## src/rtl/instruction_fetch.sv

```systemverilog
// Fetch-side PC owner: issues reads to a 1-cycle synchronous imem, buffers returned
// instructions tagged with their PC, and hands them to decode over valid/ready.
module instruction_fetch #(
    parameter int              PC_W      = 32,
    parameter int              INSTR_W   = 9,
    parameter int              PC_STEP   = 4,
    parameter logic [PC_W-1:0] RESET_PC  = '0,
    parameter int              BUF_DEPTH = 2
) (
    input  logic               clk,
    input  logic               reset_n,
    output logic               imem_req,
    output logic [PC_W-1:0]    imem_addr,
    input  logic [INSTR_W-1:0] imem_rdata,
    input  logic               redirect,
    input  logic [PC_W-1:0]    redirect_pc,
    input  logic               halt,
    output logic               instr_valid,
    output logic [INSTR_W-1:0] instr,
    output logic [PC_W-1:0]    instr_pc,
    input  logic               instr_ready,
    output logic               done
);
    localparam int PTR_W = (BUF_DEPTH > 1) ? $clog2(BUF_DEPTH) : 1;
    localparam int CNT_W = $clog2(BUF_DEPTH + 1);

    typedef enum logic {FETCH = 1'b0, HALTED = 1'b1} state_t;

    typedef struct packed {
        logic [INSTR_W-1:0] instr;
        logic [PC_W-1:0]    pc;
    } entry_t;

    state_t            state_q, state_d;
    logic [PC_W-1:0]   fetch_pc_q, fetch_pc_d;
    logic              inflight_q, inflight_d;
    logic [PC_W-1:0]   inflight_pc_q, inflight_pc_d;
    logic [CNT_W-1:0]  count_q, count_d;
    logic [PTR_W-1:0]  rd_ptr_q, rd_ptr_d;
    logic [PTR_W-1:0]  wr_ptr_q, wr_ptr_d;
    entry_t            mem_q [BUF_DEPTH];
    entry_t            mem_d [BUF_DEPTH];

    logic              pop, push, room;
    logic [CNT_W:0]    occ;

    function automatic logic [PTR_W-1:0] next_ptr(input logic [PTR_W-1:0] p);
        return (p == PTR_W'(BUF_DEPTH - 1)) ? '0 : p + 1'b1;
    endfunction

    assign instr_valid = (count_q != '0);
    assign pop         = instr_valid & instr_ready;
    // Responses to requests made before a redirect arrive in the redirect cycle; drop them.
    assign push        = inflight_q & ~redirect;
    // Slots already spoken for: buffered + in flight, minus the one leaving this cycle.
    assign occ         = {1'b0, count_q} + {{CNT_W{1'b0}}, inflight_q} - {{CNT_W{1'b0}}, pop};
    assign room        = (occ < (CNT_W + 1)'(BUF_DEPTH));
    assign imem_addr   = fetch_pc_q;
    assign instr       = instr_valid ? mem_q[rd_ptr_q].instr : '0;
    assign instr_pc    = instr_valid ? mem_q[rd_ptr_q].pc    : '0;

    always_ff @(posedge clk or negedge reset_n) begin
        if (!reset_n) begin
            state_q <= FETCH;
        end else begin
            state_q <= state_d;
        end
    end

    always_comb begin
        state_d = state_q;
        case (state_q)
            FETCH:   if (halt) state_d = HALTED;
            HALTED:  if (redirect && !halt) state_d = FETCH;
            default: state_d = FETCH;
        endcase
    end

    always_comb begin
        imem_req = reset_n & (state_q == FETCH) & room & ~redirect;
        done     = (state_q == HALTED) & (count_q == '0) & ~inflight_q;
    end

    always_comb begin
        fetch_pc_d    = fetch_pc_q;
        inflight_d    = imem_req;
        inflight_pc_d = imem_req ? fetch_pc_q : inflight_pc_q;
        mem_d         = mem_q;
        rd_ptr_d      = rd_ptr_q;
        wr_ptr_d      = wr_ptr_q;
        count_d       = count_q;
        if (redirect) begin
            fetch_pc_d = redirect_pc;
            rd_ptr_d   = '0;
            wr_ptr_d   = '0;
            count_d    = '0;
        end else begin
            if (imem_req) fetch_pc_d = fetch_pc_q + PC_W'(PC_STEP);
            if (push) begin
                mem_d[wr_ptr_q] = '{instr: imem_rdata, pc: inflight_pc_q};
                wr_ptr_d        = next_ptr(wr_ptr_q);
            end
            if (pop) rd_ptr_d = next_ptr(rd_ptr_q);
            count_d = count_q + CNT_W'(push) - CNT_W'(pop);
        end
    end

    always_ff @(posedge clk or negedge reset_n) begin
        if (!reset_n) begin
            fetch_pc_q    <= RESET_PC;
            inflight_q    <= 1'b0;
            inflight_pc_q <= '0;
            count_q       <= '0;
            rd_ptr_q      <= '0;
            wr_ptr_q      <= '0;
            mem_q         <= '{default: '0};
        end else begin
            fetch_pc_q    <= fetch_pc_d;
            inflight_q    <= inflight_d;
            inflight_pc_q <= inflight_pc_d;
            count_q       <= count_d;
            rd_ptr_q      <= rd_ptr_d;
            wr_ptr_q      <= wr_ptr_d;
            mem_q         <= mem_d;
        end
    end
endmodule

```

## config.mk

```make
export PLATFORM = sky130hd
export DESIGN_NAME = instruction_fetch
export DESIGN_NICKNAME = d
export VERILOG_FILES = /design/src/rtl/instruction_fetch.sv
export SDC_FILE = /design/constraint.sdc
export NUM_CORES = 1
export LEC_CHECK = 0
export ABC_CLOCK_PERIOD_IN_PS = 3660
export BUFFER_PORTS_ARGS = -buffer_cell sky130_fd_sc_hd__buf_2
export CAP_MARGIN = 5
export CORE_ASPECT_RATIO = 1.4
export CORE_MARGIN = 5
export CORE_UTILIZATION = 40
export CTS_CLUSTER_DIAMETER = 80
export CTS_CLUSTER_SIZE = 10
export DETAILED_ROUTE_END_ITERATION = 8
export MAX_ROUTING_LAYER = met4
export SLEW_MARGIN = 10
export SYNTH_ARGS = -nofsm -noshare
export SYNTH_HDL_FRONTEND = slang
export SYNTH_SLANG_ARGS = --single-unit
```

## constraint.sdc

```tcl
create_clock -name clk -period 3.66 [get_ports clk]
set_input_delay 0.732 -clock clk [delete_from_list [all_inputs] [get_ports clk]]
set_output_delay 0.732 -clock clk [all_outputs]
set_load 0.02 [all_outputs]
```

==> results of run 1 <==
-- worst paths after layout --
kind,end,start,slack (ns),cells after the start
min in group clk,mem_q[11]$_DFFE_PN0P_,mem_q[11]$_DFFE_PN0P_,0.50,1
worst min-delay path,imem_addr[17]$_DFFE_PN0P_,reset_n,0.22,1
max in group asynchronous,imem_addr[0]$_DFFE_PN0P_,reset_n,2.34,2
worst min register to register,mem_q[11]$_DFFE_PN0P_,mem_q[11]$_DFFE_PN0P_,0.50,1
worst max register to register,imem_addr[22]$_DFFE_PN0P_,count_q[1]$_DFF_PN0_,0.39,11
worst max-delay path,imem_req,count_q[1]$_DFF_PN0_,0.16,9
-- worst reg2reg max path, delay by kind of cell (launching register included) --
family                   cells  cell delay (ns)
flip-flops                   1             0.45
buffers and inverters        2             0.23
AO/OA/AOI/OAI                2             0.32
AND/OR/NAND/NOR              6             1.55
adder cells (fa/ha/maj)      1             0.64
-- cell usage in the layout, fill, tap and decap left out, types with 3 or more instances in the layout --
cell,instances
a21oi_1,4
a31oi_1,10
and2_1,4
buf_2,120
buf_4,16
clkbuf_16,17
clkinv_2,3
clkinv_4,4
dfrtp_1,149
dfrtp_2,3
ha_1,3
inv_1,7
inv_6,5
mux2_2,116
mux2i_1,44
nand2_1,28
nand3_1,13
nand3_2,4
nand4_1,15
nor2_1,58
nor2b_1,7
nor3_1,8
nor4_1,10
o21ai_0,13
o311ai_0,4
o31ai_1,8
or2_2,3
or3_1,7
or4_1,5
or4_4,3
xnor2_1,9
-- Yosys cell counts (all sizes together) (3+ instances only) --
cell type,count
nand4,15
ha,3
mux2i,44
nor2,60
inv,7
and2,4
nor2b,8
buf,17
o21ai,14
nand3,18
a21oi,4
or4,8
or2,3
o311ai,5
a31oi,10
mux2,116
xnor2,9
nor4,11
nor3,10
nand2,28
o31ai,8
dfrtp,152
or3,9
clkbuf,15
xor2,3
-- timing repair --
item / 4_1_cts / 5_1_grt
resized for setup: 0 / 4
setup buffers: 0 / 2
endpoints found under the setup margin: 0 / 1
-- power groups by stage --
stage	clock, mW	combinational, mW	sequential (mW)
5_1_grt	1.72	2.15	2.71
4_1_cts	1.66	1.97	2.65
3_3_place_gp	0	1.92	2.64
3_5_place_dp	0	1.97	2.68
6_report	1.62	1.96	2.64
2_1_floorplan	0	1.41	2.53
-- registers in the layout, summed over array words and instances, names as in the netlist --
| name | flops |
|---|---|
| wr_ptr_q | 1 |
| inflight_pc_q | 32 |
| count_q | 2 |
| rd_ptr_q | 1 |
| state_q | 1 |
| imem_addr | 32 |
| mem_q | 82 |
| inflight_q | 1 |
-- kinds of logic after synthesis --
kind of cell,count (synthesis),synth area share
AND/OR/NAND/NOR,186,0.140
buffers and inverters,40,0.0250
adder cells (fa/ha/maj),4,0.00793
AO/OA/AOI/OAI,52,0.0479
multiplexers,160,0.241
flip-flops,152,0.524
XOR/XNOR,12,0.0145
-- cell type report --
type,instances,area [µm²]
sequential,152,3810
tap,240,300
clock inverter,14,118
fill,1669,9150
timing repair buffer,139,772
multi-input combinational,414,3310
clock buffer,18,439
inverter,8,30.0
-- per-layer routing --
metal	vias up	routed length (µm)	track usage
li1	2458	-	-
met1	2679	7610	0.222
met2	124	9820	0.324
met3	21	684	0.0297
met4	0	370	0.0646
met5	-	0	-
==> impl_metrics.yaml, run 1 <==
layout:
  final_area_mm2: 0.00877
  final_nets: 782
  post-route-util: 0.489
  layout.cells.non_filler: 985
  antennaDiodeCount: 0
  drive_gt1_frac: 0.420
  area_growth_pct: 20.9
route:
  final_antenna_net_count: 0
  dr.pass1.iters: 4
  drt-initial-drc-count: 334
  via_per_inst: 5.36
  vias: 5282
  drc: 0
  wl_mm: 18.5
  avgRoutedWirePerCell_um: 18.8
pwr:
  power_mw: 6.22
  p_seq_frac: 0.424
  power.switching_mw: 2.19
  combPwrFrac: 0.315
  p_clk_frac: 0.260
  switching_share: 0.352
  vdd_ir_drop_max_uv: 473
  leakage_nw: 3.93
  pwr_density_cell_mw_per_mm2: 709
  internal_power_mw: 4.03
timing:
  tightest_slew_ns: 0.785
  finalClockSkew_ns: 0.00748
  setup_viol: 0
  setup_ws_ns: 0.162
  min_period_ns: 3.50
  post-route-period-util: 0.956
  fin_setup_tns_ns: 0
  hold_viol_final: 0
  hold_ws_ns: 0.216
  slew_violations: 0
  relSlewSlack: 0.477
  timing.fmax_mhz: 286
setup_path:
  worstSetupEndpointType: "output pin"
  crit_path_top_delay_cell: "fa_1"
  crit_fanout: 6
  critPathArrivalTime_ns: 2.77
  critical_path.top_delay_family: "simple AND/OR/NAND/NOR gates"
  path_cells: "nor2_4 -> inv_1 -> and2_1 -> nor2b_2 -> o21ai_0 -> fa_1 -> nand3b_4 -> nor3_4 -> buf_2"
  startpoint_type: "flip-flop"
  critPathMaxStageDelay_ns: 0.64
  critical_path_class: "flip-flop to output pin"
  path_buf_inv: 2
  required_ns: 2.93
logic_synthesis:
  synth_cell_type_count: 55
  yosysSeqAreaShare: 0.524
  synth.ff_latch_count: 152
  synthFlopType: "dfrtp_1"
  yosys_warnings: 0
  yosys-top-cells-area: "dfrtp_1 (52%), mux2_2 (18%), mux2i_1 (6.1%), nor2_1 (3.1%), nand2_1 (1.4%)"
  synth_top_cell_area_share: 0.524
  syn_area_per_cell_um2: 12.0
  synth_edf_count: 0
  syn-cell-area_mm2: 0.00726
  synthesis.nets: 656
  synthCells: 606
  yosys.area.top_type: "dfrtp_1"
  synth_async_sr_flop_share: 1.00
clock_network:
  cts_buffer_depth: 2
  cts_made_buffers: 17
  cts-root-buf: "clkbuf_16"
  holdBufCountCts: 0
  h-tree-depth: 4
  cts.sinks: 152
  clkTransAtPathRegs_ns: 0.06
  cts_tree: "yes"
  clock_latency_ns: 0.42
global_routing:
  gr-total-overflow: 0
  grt_usage: 0.188
  antenna_found_initial: 0
  first_global_vias: 5478
  grt_pass1_wl_mm: 29.5
  grt_max_degree: 65
outcome:
  outcome: "finished, final reports clean"
place:
  dpl.hpwl_mm: 13.4
  dpl-instance-area_mm2: 0.00819
  gp_congestion: 0.845
  dp.cells: 951
  preCtsSetupSlack_ns: 0.198
  port_buffers: 121
floorplan:
  die_y_um: 169
  io_pins: 122
  placement_rows: 58
  die_area_mm2: 0.0210
  dieWidth_um: 124
  initial_core_util: 0.405
  core_region_area_mm2: 0.0179
job:
  maxCapViolCount: 0
worst_hold_path:
  hold_class: "primary input to async pin"
Power figures use the tool's default switching activity.
==> run 2: changes to the inputs <==
--- a/config.mk
+++ b/config.mk
@@ -5,6 +5,7 @@
 export SDC_FILE = /design/constraint.sdc
 export NUM_CORES = 1
 export LEC_CHECK = 0
+export ABC_AREA = 1
 export ABC_CLOCK_PERIOD_IN_PS = 3660
 export BUFFER_PORTS_ARGS = -buffer_cell sky130_fd_sc_hd__buf_2
 export CAP_MARGIN = 5
==> constraint.sdc (replaced) <==
create_clock -name clk -period 3.66 [get_ports clk]
set_input_delay 0.183 -clock clk [delete_from_list [all_inputs] [get_ports clk]]
set_output_delay 0.183 -clock clk [all_outputs]
set_load 0.02 [all_outputs]
==> impl_metrics.yaml, run 2 <==
place:
  dpl.hpwl_mm: 13.1
  port_buffers: 121
  gp_congestion: 0.823
pwr:
  pwr_density_cell_mw_per_mm2: 672
  vdd_ir_drop_max_uv: 365
  leakage_nw: 4.36
logic_synthesis:
  synthFlopType: "dfrtp_1"
  yosysSeqAreaShare: 0.520
  muxShareOfSynthArea: 0
  yosys-top-cells-area: "dfrtp_1 (52%), nand2_1 (15%), o21ai_0 (6.0%), inv_1 (5.3%), a21oi_1 (3.8%)"
  synth_common_cells: "nand2_1 (291), dfrtp_1 (152), inv_1 (104)"
  yosys_warnings: 0
  synth_cell_type_count: 35
  yosysMostFrequentCell: "nand2_1"
  synth_edf_count: 0
  synth.ff_latch_count: 152
  synthSimpleGateAreaFrac: 0.240
  synth_compound_area_frac: 0.134
  synth_xor_area_frac: 0.0130
  synth-adder-area-share: 0.00787
  synthesis.nets: 981
  yosys.area.top_type: "dfrtp_1"
  syn_area_per_cell_um2: 7.86
  synthCells: 931
  syn-cell-area_mm2: 0.00732
  synth_top_family_by_area: "simple AND/OR/NAND/NOR gates"
  synth_async_sr_flop_share: 1.00
  synth_top_cell_area_share: 0.520
outcome:
  outcome: "finished, final reports clean"
clock_network:
  cts.sinks: 152
  cts_tree: "yes"
  cts-root-buf: "clkbuf_16"
  h-tree-depth: 4
  clkTransAtPathRegs_ns: 0.06
  cts_setup_buffers: 0
  cts_made_buffers: 17
  clock_latency_ns: 0.42
  cts_buffer_depth: 2
route:
  via_per_inst: 4.81
  drt-initial-drc-count: 401
  drc: 0
  vias: 6225
  dr.pass1.iters: 5
  wl_mm: 19.4
  avgRoutedWirePerCell_um: 15.0
  final_antenna_net_count: 0
layout:
  drive_gt1_frac: 0.167
  fillers: 1890
  largest-register: "mem_q"
  post-route-util: 0.484
  final_nets: 1092
  antennaDiodeCount: 0
  layout.area.seq_mm2: 0.00380
  final_cell_mix: "nand2_1 (291), dfrtp_1 (152), buf_2 (120), inv_1 (104), o21ai_0 (87)"
  multi_input_area_mm2: 0.00290
  final_common_cell: "nand2_1"
  largest_reg_flops: 82
  area_growth_pct: 19.0
timing:
  min_period_ns: 3.26
  tightest_slew_ns: 0.860
  relSlewSlack: 0.423
  fin_setup_tns_ns: 0
  timing.fmax_mhz: 306
  hold_viol_final: 0
  rsz0062_at_grt: "no"
  post-route-period-util: 0.891
  slew_violations: 0
  finalClockSkew_ns: 0.0180
  setup_viol: 0
job:
  maxCapViolCount: 0
floorplan:
  initial_core_util: 0.406
  core_region_area_mm2: 0.0180
  die_area_mm2: 0.0211
  io_pins: 122
  die_y_um: 170
  placement_rows: 58
  dieWidth_um: 124
setup_path:
  crit_fanout: 26
  startpoint_type: "flip-flop"
  required_ns: 3.48
  critPathArrivalTime_ns: 3.08
  critical_path_class: "flip-flop to output pin"
  worstSetupEndpointType: "output pin"
global_routing:
  first_global_vias: 6174
  grt_usage: 0.191
  grt_pass1_wl_mm: 31.9
  grt_max_degree: 83
  antenna_found_initial: 0
  gr-total-overflow: 0
worst_hold_path:
  hold_class: "primary input to flip-flop"
-- run 2: layer usage --
metal,GRT usage,up-vias,wire length (µm)
met5,-,-,0
met4,0.0587,0,235
met3,0.0320,12,551
met2,0.311,123,9460
met1,0.247,2921,9110
li1,-,3169,-
-- run 2: kinds of logic after synthesis --
logic type / count (synthesis)
compound gates: 189
xor+xnor: 10
fa+ha+maj: 4
buf+inv: 152
flops: 152
simple gates: 424
-- run 2: what timing repair did --
| action | 4_1_cts | 5_1_grt |
|---|---|---|
| resized for setup | 0 | 0 |
| hold endpoints to repair | 59 | 0 |
| hold buffers | 6 | 0 |
-- run 2: path summary, 6_finish.rpt --
check	from	endpoint	slack [ns]	cells after the start
worst min register to register	mem_q[6]$_DFFE_PN0P_	mem_q[6]$_DFFE_PN0P_	0.48	2
worst max register to register	count_q[1]$_DFF_PN0_	inflight_pc_q[2]$_DFFE_PN0P_	0.72	14
max in group asynchronous	reset_n	inflight_pc_q[20]$_DFFE_PN0P_	1.66	4
min in group asynchronous	reset_n	imem_addr[3]$_DFFE_PN0P_	0.31	2
worst max-delay path	count_q[1]$_DFF_PN0_	imem_req	0.40	13
worst min-delay path	redirect_pc[7]	imem_addr[7]$_DFFE_PN0P_	0.02	3
-- run 2: where the power goes --
part	leakage [nW]	switching, mW	internal (mW)
Sequential	1.94	0.353	2.21
Combinational	2.14	1.12	0.552
Clock	0.272	0.652	0.958
-- run 2: layout make-up --
type,count,share of cell area
clock buffers,21,0.0529
flip-flops and latches,152,0.437
multi-input cells,627,0.334
repair buffers,137,0.0872
clock inverters,9,0.00891
well taps,240,0.0345
inverters,107,0.0461
-- run 2: metrics by stage --
stage          area (µm²)  hold slack (ns)  setup slack (ns)  power, mW  std cells
4_1_cts              8710          0.00760             0.357       5.90       1293
3_3_place_gp         8110            0.191             0.785       4.24       1257
3_5_place_dp         8110            0.195             0.719       4.27       1257
5_1_grt              8710          0.00453            0.0970       6.26       1293
2_1_floorplan        7320           -0.113              1.06       3.67        931
6_report             8710           0.0246             0.397       5.85       1293
-- run 2: worst max-delay path, cell delays in order (launching register included) --
cell and delay, ns:
dfrtp_1 0.50, nor2_4 0.05, inv_1 0.08, nand2_1 0.08
inv_1 0.09, nand2_1 0.06, o21ai_0 0.07, nand2_1 0.09
fa_1 0.51, nand2_1 0.06, nor2_1 0.26, nand3_2 0.12
inv_2 0.42, buf_2 0.27
==> run 3: changes to the inputs <==
--- a/config.mk
+++ b/config.mk
@@ -6,7 +6,7 @@
 export NUM_CORES = 1
 export LEC_CHECK = 0
 export ABC_AREA = 1
-export ABC_CLOCK_PERIOD_IN_PS = 3660
+export ABC_CLOCK_PERIOD_IN_PS = 3300
 export BUFFER_PORTS_ARGS = -buffer_cell sky130_fd_sc_hd__buf_2
 export CAP_MARGIN = 5
 export CORE_ASPECT_RATIO = 1.4
==> constraint.sdc (replaced) <==
create_clock -name clk -period 3.3 [get_ports clk]
set_input_delay 0.165 -clock clk [delete_from_list [all_inputs] [get_ports clk]]
set_output_delay 0.165 -clock clk [all_outputs]
set_load 0.02 [all_outputs]
==> impl_metrics.yaml, run 3 (same netlist as run 2, synthesis figures left out) <==
clock_network:
  cts-root-buf: "clkbuf_16"
  clkTransAtPathRegs_ns: 0.06
  cts.sinks: 152
  h-tree-depth: 4
  cts_made_buffers: 17
  cts_buffer_depth: 2
  clock_latency_ns: 0.42
  cts_tree: "yes"
global_routing:
  grt_usage: 0.191
  antenna_found_initial: 0
  first_global_vias: 6155
  grt_pass1_wl_mm: 31.8
  gr-total-overflow: 0
  grt_max_degree: 58
floorplan:
  dieWidth_um: 124
  die_y_um: 170
  die_area_mm2: 0.0211
  io_pins: 122
  core_region_area_mm2: 0.0180
  placement_rows: 58
  initial_core_util: 0.406
setup_path:
  ff2ff_path_depth: 14
  critPathLaunch: "count_q[1]$_DFF_PN0_"
  critical_path.top_delay_family: "simple AND/OR/NAND/NOR gates"
  path_cells: "nor2_4 -> inv_1 -> nand2_1 -> inv_1 -> nand2_1 -> o21ai_0 -> nand2_1 -> fa_1 -> nand2_1 -> nor2_1 -> nand3_2 -> inv_6 -> buf_2"
  critPathMaxStageDelay_ns: 0.51
  required_ns: 3.13
  crit_top_cell: "nand2_1"
  startpoint_type: "flip-flop"
  critPathArrivalTime_ns: 2.81
  critical_path_class: "flip-flop to output pin"
  r2r-start: "count_q[1]$_DFF_PN0_"
  r2r-end: "inflight_pc_q[2]$_DFFE_PN0P_"
  path_buf_inv: 4
  crit_fanout: 26
  crit_path_top_delay_cell: "fa_1"
  r2r_slack_ns: 0.52
  worstSetupEndpointType: "output pin"
worst_hold_path:
  hold_class: "primary input to flip-flop"
  holdPathStages: 3
  hp-start: "redirect_pc[9]"
  min_to: "imem_addr[9]$_DFFE_PN0P_"
place:
  dpl.hpwl_mm: 13.2
  dp.cells: 1257
  gp_congestion: 0.861
  port_buffers: 121
  dpl-instance-area_mm2: 0.00812
pwr:
  pwr_density_cell_mw_per_mm2: 750
  leakage_nw: 4.37
  vdd_ir_drop_max_uv: 431
timing:
  min_period_ns: 2.98
  finalClockSkew_ns: 0.0123
  post-route-period-util: 0.902
  rsz0062_at_grt: "no"
  tightest_slew_ns: 0.878
  relSlewSlack: 0.411
  timing.fmax_mhz: 336
  hold_viol_final: 0
  slew_violations: 0
  setup_viol: 0
  fin_setup_tns_ns: 0
route:
  drc: 0
  wl_mm: 19.1
  drt-initial-drc-count: 357
  vias: 6185
  dr.pass1.iters: 5
  via_per_inst: 4.77
  final_antenna_net_count: 0
  avgRoutedWirePerCell_um: 14.8
outcome:
  outcome: "finished, final reports clean"
layout:
  final_common_cell: "nand2_1"
  largest-register: "mem_q"
  area_growth_pct: 20.1
  final_area_mm2: 0.00879
  largest_reg_flops: 82
  final_nets: 1094
  final_cell_mix: "nand2_1 (291), dfrtp_1 (151), buf_2 (120), inv_1 (104), o21ai_0 (87)"
  layout.cells.non_filler: 1296
  drive_gt1_frac: 0.170
  antennaDiodeCount: 0
job:
  maxCapViolCount: 0
==> run 3: changes by cell type in the layout (fill, tap and decap cells not counted) <==
cell	previous run	this run
dfrtp_2	0	1
dfrtp_1	152	151
buf_4	9	8
inv_2	2	1
buf_12	1	2
bufinv_16	1	2
clkinv_2	6	3
dlygate4sd3_1	6	8
clkbuf_1	2	1
clkinvlp_4	0	3
inv_6	0	2
==> run 3: layout make-up <==
class / instances / area, µm²
multi-input cells: 627 / 2900
clock buffers: 20 / 457
inverters: 107 / 407
flip-flops and latches: 152 / 3800
fillers: 1900 / 9210
clock inverters: 11 / 124
well taps: 240 / 300
repair buffers: 139 / 792
==> run 3: worst max-delay path by stage <==
stage                                      endpoint  slack [ns]  cells after the start
after CTS                                  imem_req        0.03                     13
after detailed placement                   imem_req        0.49                     13
after global placement                     imem_req        0.54                     13
after floorplan           imem_addr[11]$_DFFE_PN0P_        0.70                     15
after global routing                       imem_req        0.05                     13
final                                      imem_req        0.32                     13
==> run 3: layer usage <==
layer	share of wire	GRT usage	wire length, µm
met1	0.46	0.247	8850
met2	0.48	0.308	9120
met3	0.040	0.0336	768
met4	0.020	0.0620	378
met5	0	-	0
==> run 3: metrics by stage <==
stage	hold WS, ns	utilization	total power [mW]	worst slack, ns
4_1_cts	0.00401	0.488	6.66	0.0347
3_3_place_gp	0.150	0.451	4.70	0.538
5_1_grt	0.00966	0.488	7.06	0.0496
3_5_place_dp	0.154	0.451	4.73	0.493
2_1_floorplan	-0.131	-	4.07	0.695
6_report	0.0121	0.488	6.59	0.323
==> run 3: repair_timing <==
| action | CTS | global route |
|---|---|---|
| endpoints found under the hold margin | 54 | 0 |
| endpoints found under the setup margin | 0 | 1 |
| setup buffers | 0 | 0 |
| hold buffers | 8 | 0 |
| gates resized for setup | 0 | 4 |
==> run 3: worst reg2reg max path, cell delays in order, from the launching register on <==
cell and delay, ns:
dfrtp_2 0.45, nor2_4 0.04, inv_1 0.08, nand2_1 0.08, inv_1 0.08, nand2_1 0.06, o21ai_0 0.07, nand2_1 0.10
fa_1 0.51, nand2_1 0.06, nor2_1 0.26, nand3_2 0.18, buf_4 0.28, or2_2 0.33, o21a_1 0.11
==> run 3: power breakdown <==
| part | leakage, nW | internal, mW | switching, mW |
|---|---|---|---|
| combinational | 2.15 | 0.615 | 1.24 |
| sequential | 1.94 | 2.45 | 0.380 |
| clock | 0.278 | 1.15 | 0.758 |
